===== config.mk =====
export PLATFORM = sky130hd
export DESIGN_NAME = ring_input_port
export DESIGN_NICKNAME = d
export VERILOG_FILES = /design/src/rtl/noc_pkg.sv /design/src/rtl/vc_slot.sv /design/src/rtl/ring_input_port.sv
export SDC_FILE = /design/constraint.sdc
export NUM_CORES = 1
export LEC_CHECK = 0
export ABC_AREA = 1
export CAP_MARGIN = 20
export CORE_ASPECT_RATIO = 0.9
export CORE_MARGIN = 2
export CORE_UTILIZATION = 46
export CTS_BUF_LIST = sky130_fd_sc_hd__clkbuf_2
export DETAILED_ROUTE_END_ITERATION = 10
export PLACE_DENSITY = 0.73
export SLEW_MARGIN = 5
export SYNTH_ARGS = -nofsm -noshare
export SYNTH_HDL_FRONTEND = slang
export SYNTH_SLANG_ARGS = --single-unit

===== constraint.sdc =====
create_clock -name clk -period 3.06 [get_ports clk]
set_input_delay 0.765 -clock clk [delete_from_list [all_inputs] [get_ports clk]]
set_output_delay 0.765 -clock clk [all_outputs]
set_load 0.01 [all_outputs]

===== src/rtl/noc_pkg.sv =====
// ============================================================================
//  Package : noc_pkg
//  Shared ring-NoC packet field positions, route and VC encodings.
//  Rev 1.0 - initial release
// ============================================================================
`default_nettype none

package noc_pkg;

  // Packet bit indices use big-endian numbering: index 0 is the packet MSB.
  localparam int c_vc_bit  = 0;
  localparam int c_dir_bit = 1;
  localparam int c_hop_hi  = 8;
  localparam int c_hop_lo  = 15;

  typedef enum logic [1:0] {
    DST_CW  = 2'b00,
    DST_CCW = 2'b01,
    DST_PE  = 2'b10
  } dst_e;

  typedef enum logic {
    VC_EVEN = 1'b0,
    VC_ODD  = 1'b1
  } vc_e;

endpackage

`default_nettype wire


===== src/rtl/vc_slot.sv =====
// ============================================================================
//  Module  : vc_slot
//  Single-entry packet buffer with full flag for one virtual channel.
//  Rev 1.0 - initial release
// ============================================================================
`default_nettype none

module vc_slot #(
  parameter int DATA_WIDTH = 64
) (
  input  logic                  clk,
  input  logic                  reset,
  input  logic                  i_we,
  input  logic                  i_re,
  input  logic [DATA_WIDTH-1:0] i_data,
  output logic                  o_full,
  output logic [DATA_WIDTH-1:0] o_data
);

  logic                  r_full;
  logic [DATA_WIDTH-1:0] r_data;

  // Write and read never target the same slot in one cycle; write wins anyway.
  always_ff @(posedge clk or negedge reset) begin
    if (!reset) begin
      r_full <= 1'b0;
      r_data <= '0;
    end else if (i_we) begin
      r_full <= 1'b1;
      r_data <= i_data;
    end else if (i_re) begin
      r_full <= 1'b0;
    end
  end

  assign o_full = r_full;
  assign o_data = r_data;

endmodule

`default_nettype wire


===== src/rtl/ring_input_port.sv =====
// ============================================================================
//  Module  : ring_input_port
//  Router input port: per-VC single-entry buffers, polarity gating, routing.
//  Rev 1.0 - initial release
// ============================================================================
`default_nettype none

module ring_input_port
  import noc_pkg::*;
#(
  parameter int DATA_WIDTH = 64,
  parameter int HOP_HI     = c_hop_hi,
  parameter int HOP_LO     = c_hop_lo
) (
  input  logic                  clk,
  input  logic                  reset,
  input  logic                  polarity,
  input  logic                  si,
  output logic                  ri,
  input  logic [DATA_WIDTH-1:0] di,
  output logic                  req,
  output logic [1:0]            req_dst,
  input  logic                  gnt,
  output logic [DATA_WIDTH-1:0] dout,
  output logic                  err_vc
);

  // Big-endian field indices mapped onto the descending bit vector.
  localparam int c_vc_pos  = DATA_WIDTH - 1 - c_vc_bit;
  localparam int c_dir_pos = DATA_WIDTH - 1 - c_dir_bit;
  localparam int c_hop_msb = DATA_WIDTH - 1 - HOP_HI;
  localparam int c_hop_lsb = DATA_WIDTH - 1 - HOP_LO;
  localparam int c_hop_w   = HOP_LO - HOP_HI + 1;

  logic                  w_lvc;
  logic                  w_dvc;
  logic                  w_accept;
  logic                  w_bad;
  logic [1:0]            w_we;
  logic [1:0]            w_re;
  logic [1:0]            w_full;
  logic [DATA_WIDTH-1:0] w_slot_data [2];
  logic [DATA_WIDTH-1:0] w_pkt;
  logic [DATA_WIDTH-1:0] w_upd;
  logic [c_hop_w-1:0]    w_hop;
  dst_e                  w_dst;
  logic                  r_err_vc;

  assign w_lvc    = polarity ? VC_EVEN : VC_ODD;
  assign w_dvc    = ~w_lvc;
  assign ri       = reset && !w_full[w_lvc];
  assign w_accept = si && ri && (di[c_vc_pos] == w_lvc);
  assign w_bad    = si && ri && (di[c_vc_pos] != w_lvc);

  for (genvar g = 0; g < 2; g++) begin : g_slot
    assign w_we[g] = w_accept && (int'(w_lvc) == g);
    assign w_re[g] = gnt && w_full[g] && (int'(w_dvc) == g);

    vc_slot #(
      .DATA_WIDTH (DATA_WIDTH)
    ) u_slot (
      .clk    (clk),
      .reset  (reset),
      .i_we   (w_we[g]),
      .i_re   (w_re[g]),
      .i_data (di),
      .o_full (w_full[g]),
      .o_data (w_slot_data[g])
    );
  end

  // A zero hop count means the packet has reached its destination PE.
  always_comb begin
    w_pkt = w_slot_data[w_dvc];
    w_hop = w_pkt[c_hop_msb:c_hop_lsb];
    w_upd = w_pkt;
    w_dst = DST_PE;
    if (w_hop != '0) begin
      w_dst = w_pkt[c_dir_pos] ? DST_CCW : DST_CW;
      w_upd[c_hop_msb:c_hop_lsb] = w_hop >> 1;
    end
  end

  assign req     = w_full[w_dvc];
  assign dout    = req ? w_upd : '0;
  assign req_dst = req ? w_dst : DST_CW;

  always_ff @(posedge clk or negedge reset) begin
    if (!reset) begin
      r_err_vc <= 1'b0;
    end else if (w_bad) begin
      r_err_vc <= 1'b1;
    end
  end

  assign err_vc = r_err_vc;

endmodule

`default_nettype wire


==> results.toml <==
[run_status]
status = "finished, final reports clean"

[worst_setup_path]
cp_max_fo = 8
timing.rr.start = "g_slot[1].u_slot.o_full"
worst-path-stages = 5
max_stage_delay_ps = 470
worstPathRequired_ps = 2290
crit_start = "g_slot[1].u_slot.o_full"
crit_chain = "or2_1, o21ai_4, buf_6, nor2_1, clkdlybuf4s50_1"
crit_type = "register to primary output"
r2r-end = "g_slot[0].u_slot.o_data[59]"
r2r.worst_path.cells = 8
endpoint = "dout[49]"
critPathArrivalTime_ps = 2160
cp_top_family = "buffers and inverters"
crit_path_start_kind = "register"
critical_path_buf_inv_count = 2
crit_path_top_delay_cell = "clkdlybuf4s50_1"
cp-end-kind = "primary output"
reg2reg_slack_ps = 950

[synthesis]
ys_ff_latch = 131
ys_seq_area_share_pct = 47.71
synthDominantCellAreaShare_pct = 47.71
netlist_area_um2 = 6870
synth-compound-area-share_pct = 1.038
syn_nets = 1035
yosys-top-cells-area = "dfrtp_1, nand2_1, nand4_1"
synth_top_family_by_area = "simple AND/OR/NAND/NOR gates"
ys_warn_count = 0
yosys.area_share.simple_pct = 41.52
ys_types = 22
syn_avg_cell_area_um2 = 7.112
netlist_instances = 966
synth_top_area_cell = "dfrtp_1"
synthAdderAreaFrac_pct = 0
synth_xor_area_share_pct = 0
muxShareOfSynthArea_pct = 0

[hold_path]
hold_class = "primary input to async pin"

[global_routing]
grt_usage_pct = 24.01
antenna_found_initial = 1
grt_max_degree = 131
grt_overflow = 0
grt_pass1_wl_um = 30750
grt_pass1_vias = 6170

[sta]
setup_viol = 0
grt_setup_unrepaired = "false"
finalMaxSlewViolations = 0
tightestPinTransition_ps = 954.6
clock_skew_ps = 15.19
relSlewSlack_pct = 36.36
holdWs_ps = 205.0
fin_crit_ps = 2922
clock.fmax_mhz = 342.3
min_period_over_period_pct = 95.48
hold_viol_final = 0
setup_tns_ps = 0

[route]
postRouteAntennaNets = 0
drcViolationCount = 0
wl_per_cell_um = 14.24
firstDrtPassIters = 5
via_per_inst = 5.061
first_iter_violations = 535
wl_um = 18330
dr_total_vias = 6514

[clocking]
cts.sinks = 131
clk_latency_ps = 700
root_buffer = "clkbuf_2"
clkTransAtPathRegs_ps = 170
clock_path_buffers = 2
numCtsBuffers = 17
tritoncts = "built"
h-tree-depth = 4

[floorplan]
fp.dieW_um = 132.8
initial_core_util_pct = 46.86
coreArea_um2 = 14660
ios = 138
die_h_um = 119.9
rows = 42
die_area_um2 = 15930

[cells_and_area]
mostFrequentLayoutCells = "nand2_1, dfrtp_1, nand4_1"
fin_nets = 1144
final_common_cell = "nand2_1"
layoutNonFillerInstCount = 1287
area_growth_syn_to_layout_pct = 24.66
layout-drive-gt1-share_pct = 7.537

[flow_run]
drv_cap = 0

[placement]
dp_hpwl_um = 11540
numPortBuffers = 136
place_congestion = 0.8342
placed_cells = 1252

[pwr]
p_leak_nw = 5.079
power.density_nw_per_um2 = 515.4
vdd_drop_max_mv = 0.2904
## stage by stage
step / power, mW / area, µm² / utilization (%) / setup slack, ps
final: 4.414 / 8564 / 58.41 / 138.4
after global routing: 4.740 / 8564 / 58.41 / 3.379
after CTS: 4.441 / 8541 / 58.25 / 4.125
after detailed placement: 3.614 / 8421 / 57.43 / 25.25
after global placement: 3.581 / 8421 / 57.43 / 69.85
after floorplan: 3.056 / 6870 / - / 559.5
## report_power, final
part | total, mW | switching (mW) | internal (mW)
clock | 0.892 | 0.603 | 0.288
combinational | 1.22 | 0.710 | 0.515
sequential | 2.30 | 0.204 | 2.09
total | 4.41 | 1.52 | 2.90
## how the worst min path moves through the flow
stage	start	to	slack (ps)	depth (start not counted)
floorplan	g_slot[1].u_slot.o_data[63]	g_slot[1].u_slot.o_data[63]	430	2
global placement	g_slot[1].u_slot.o_data[63]	g_slot[1].u_slot.o_data[63]	450	2
detailed placement	g_slot[1].u_slot.o_data[63]	g_slot[1].u_slot.o_data[63]	460	2
CTS	reset	g_slot[0].u_slot.o_data[24]	160	2
global route	reset	g_slot[0].u_slot.o_data[24]	180	2
finish	reset	g_slot[0].u_slot.o_data[24]	200	2
## registers in the layout (all words and copies together) (netlist names)
register,flops
g_slot.u_slot.o_data,128
err_vc,1
g_slot.u_slot.o_full,2
## what timing repair did
| action | CTS | global route |
|---|---|---|
| setup buffers | 1 | 1 |
| resized for setup | 59 | 5 |
| hold buffers | 0 | 0 |
| endpoints found under the hold margin | 0 | 0 |
| endpoints found under the setup margin | 59 | 10 |
## kinds of logic (layout without fill, tap and decap cells)
| group | Yosys count | count (layout) |
|---|---|---|
| compound gates | 9 | 9 |
| other cells | 1 | 2 |
| buf+inv | 153 | 275 |
| flops | 131 | 131 |
| simple gates | 672 | 672 |
## area by class of cell
cell class,instances,area [µm²]
tap,198,247.7
antenna,1,2.502
timing repair buffer,168,1630
sequential,131,3278
inverter,75,284.0
multi-input combinational,682,2945
fill,1403,6097
clock buffer,22,110.1
clock inverter,10,66.31
## synthesized netlist by cell type
cell type	instances
conb_1	1
clkbuf_1	29
or2_1	1
inv_2	15
buf_4	5
o21ai_0	5
buf_2	33
o21ai_4	1
dfrtp_1	131
nand3_2	1
buf_1	7
nand2_1	522
nand3_1	1
nor2_1	19
a21oi_4	1
inv_1	60
a31oi_1	1
buf_6	4
nand4_1	126
or2_2	1
nor2_2	1
o21bai_1	1
## routing by layer
metal / vias to the layer above / GRT usage, % / routed length [µm]
li1: 3255 / - / -
met1: 3030 / 32.99 / 8322
met2: 201 / 37.92 / 8708
met3: 28 / 5.027 / 969
met4: 0 / 8.266 / 328
met5: - / 0 / 0
(Power assumes the default switching activity.)
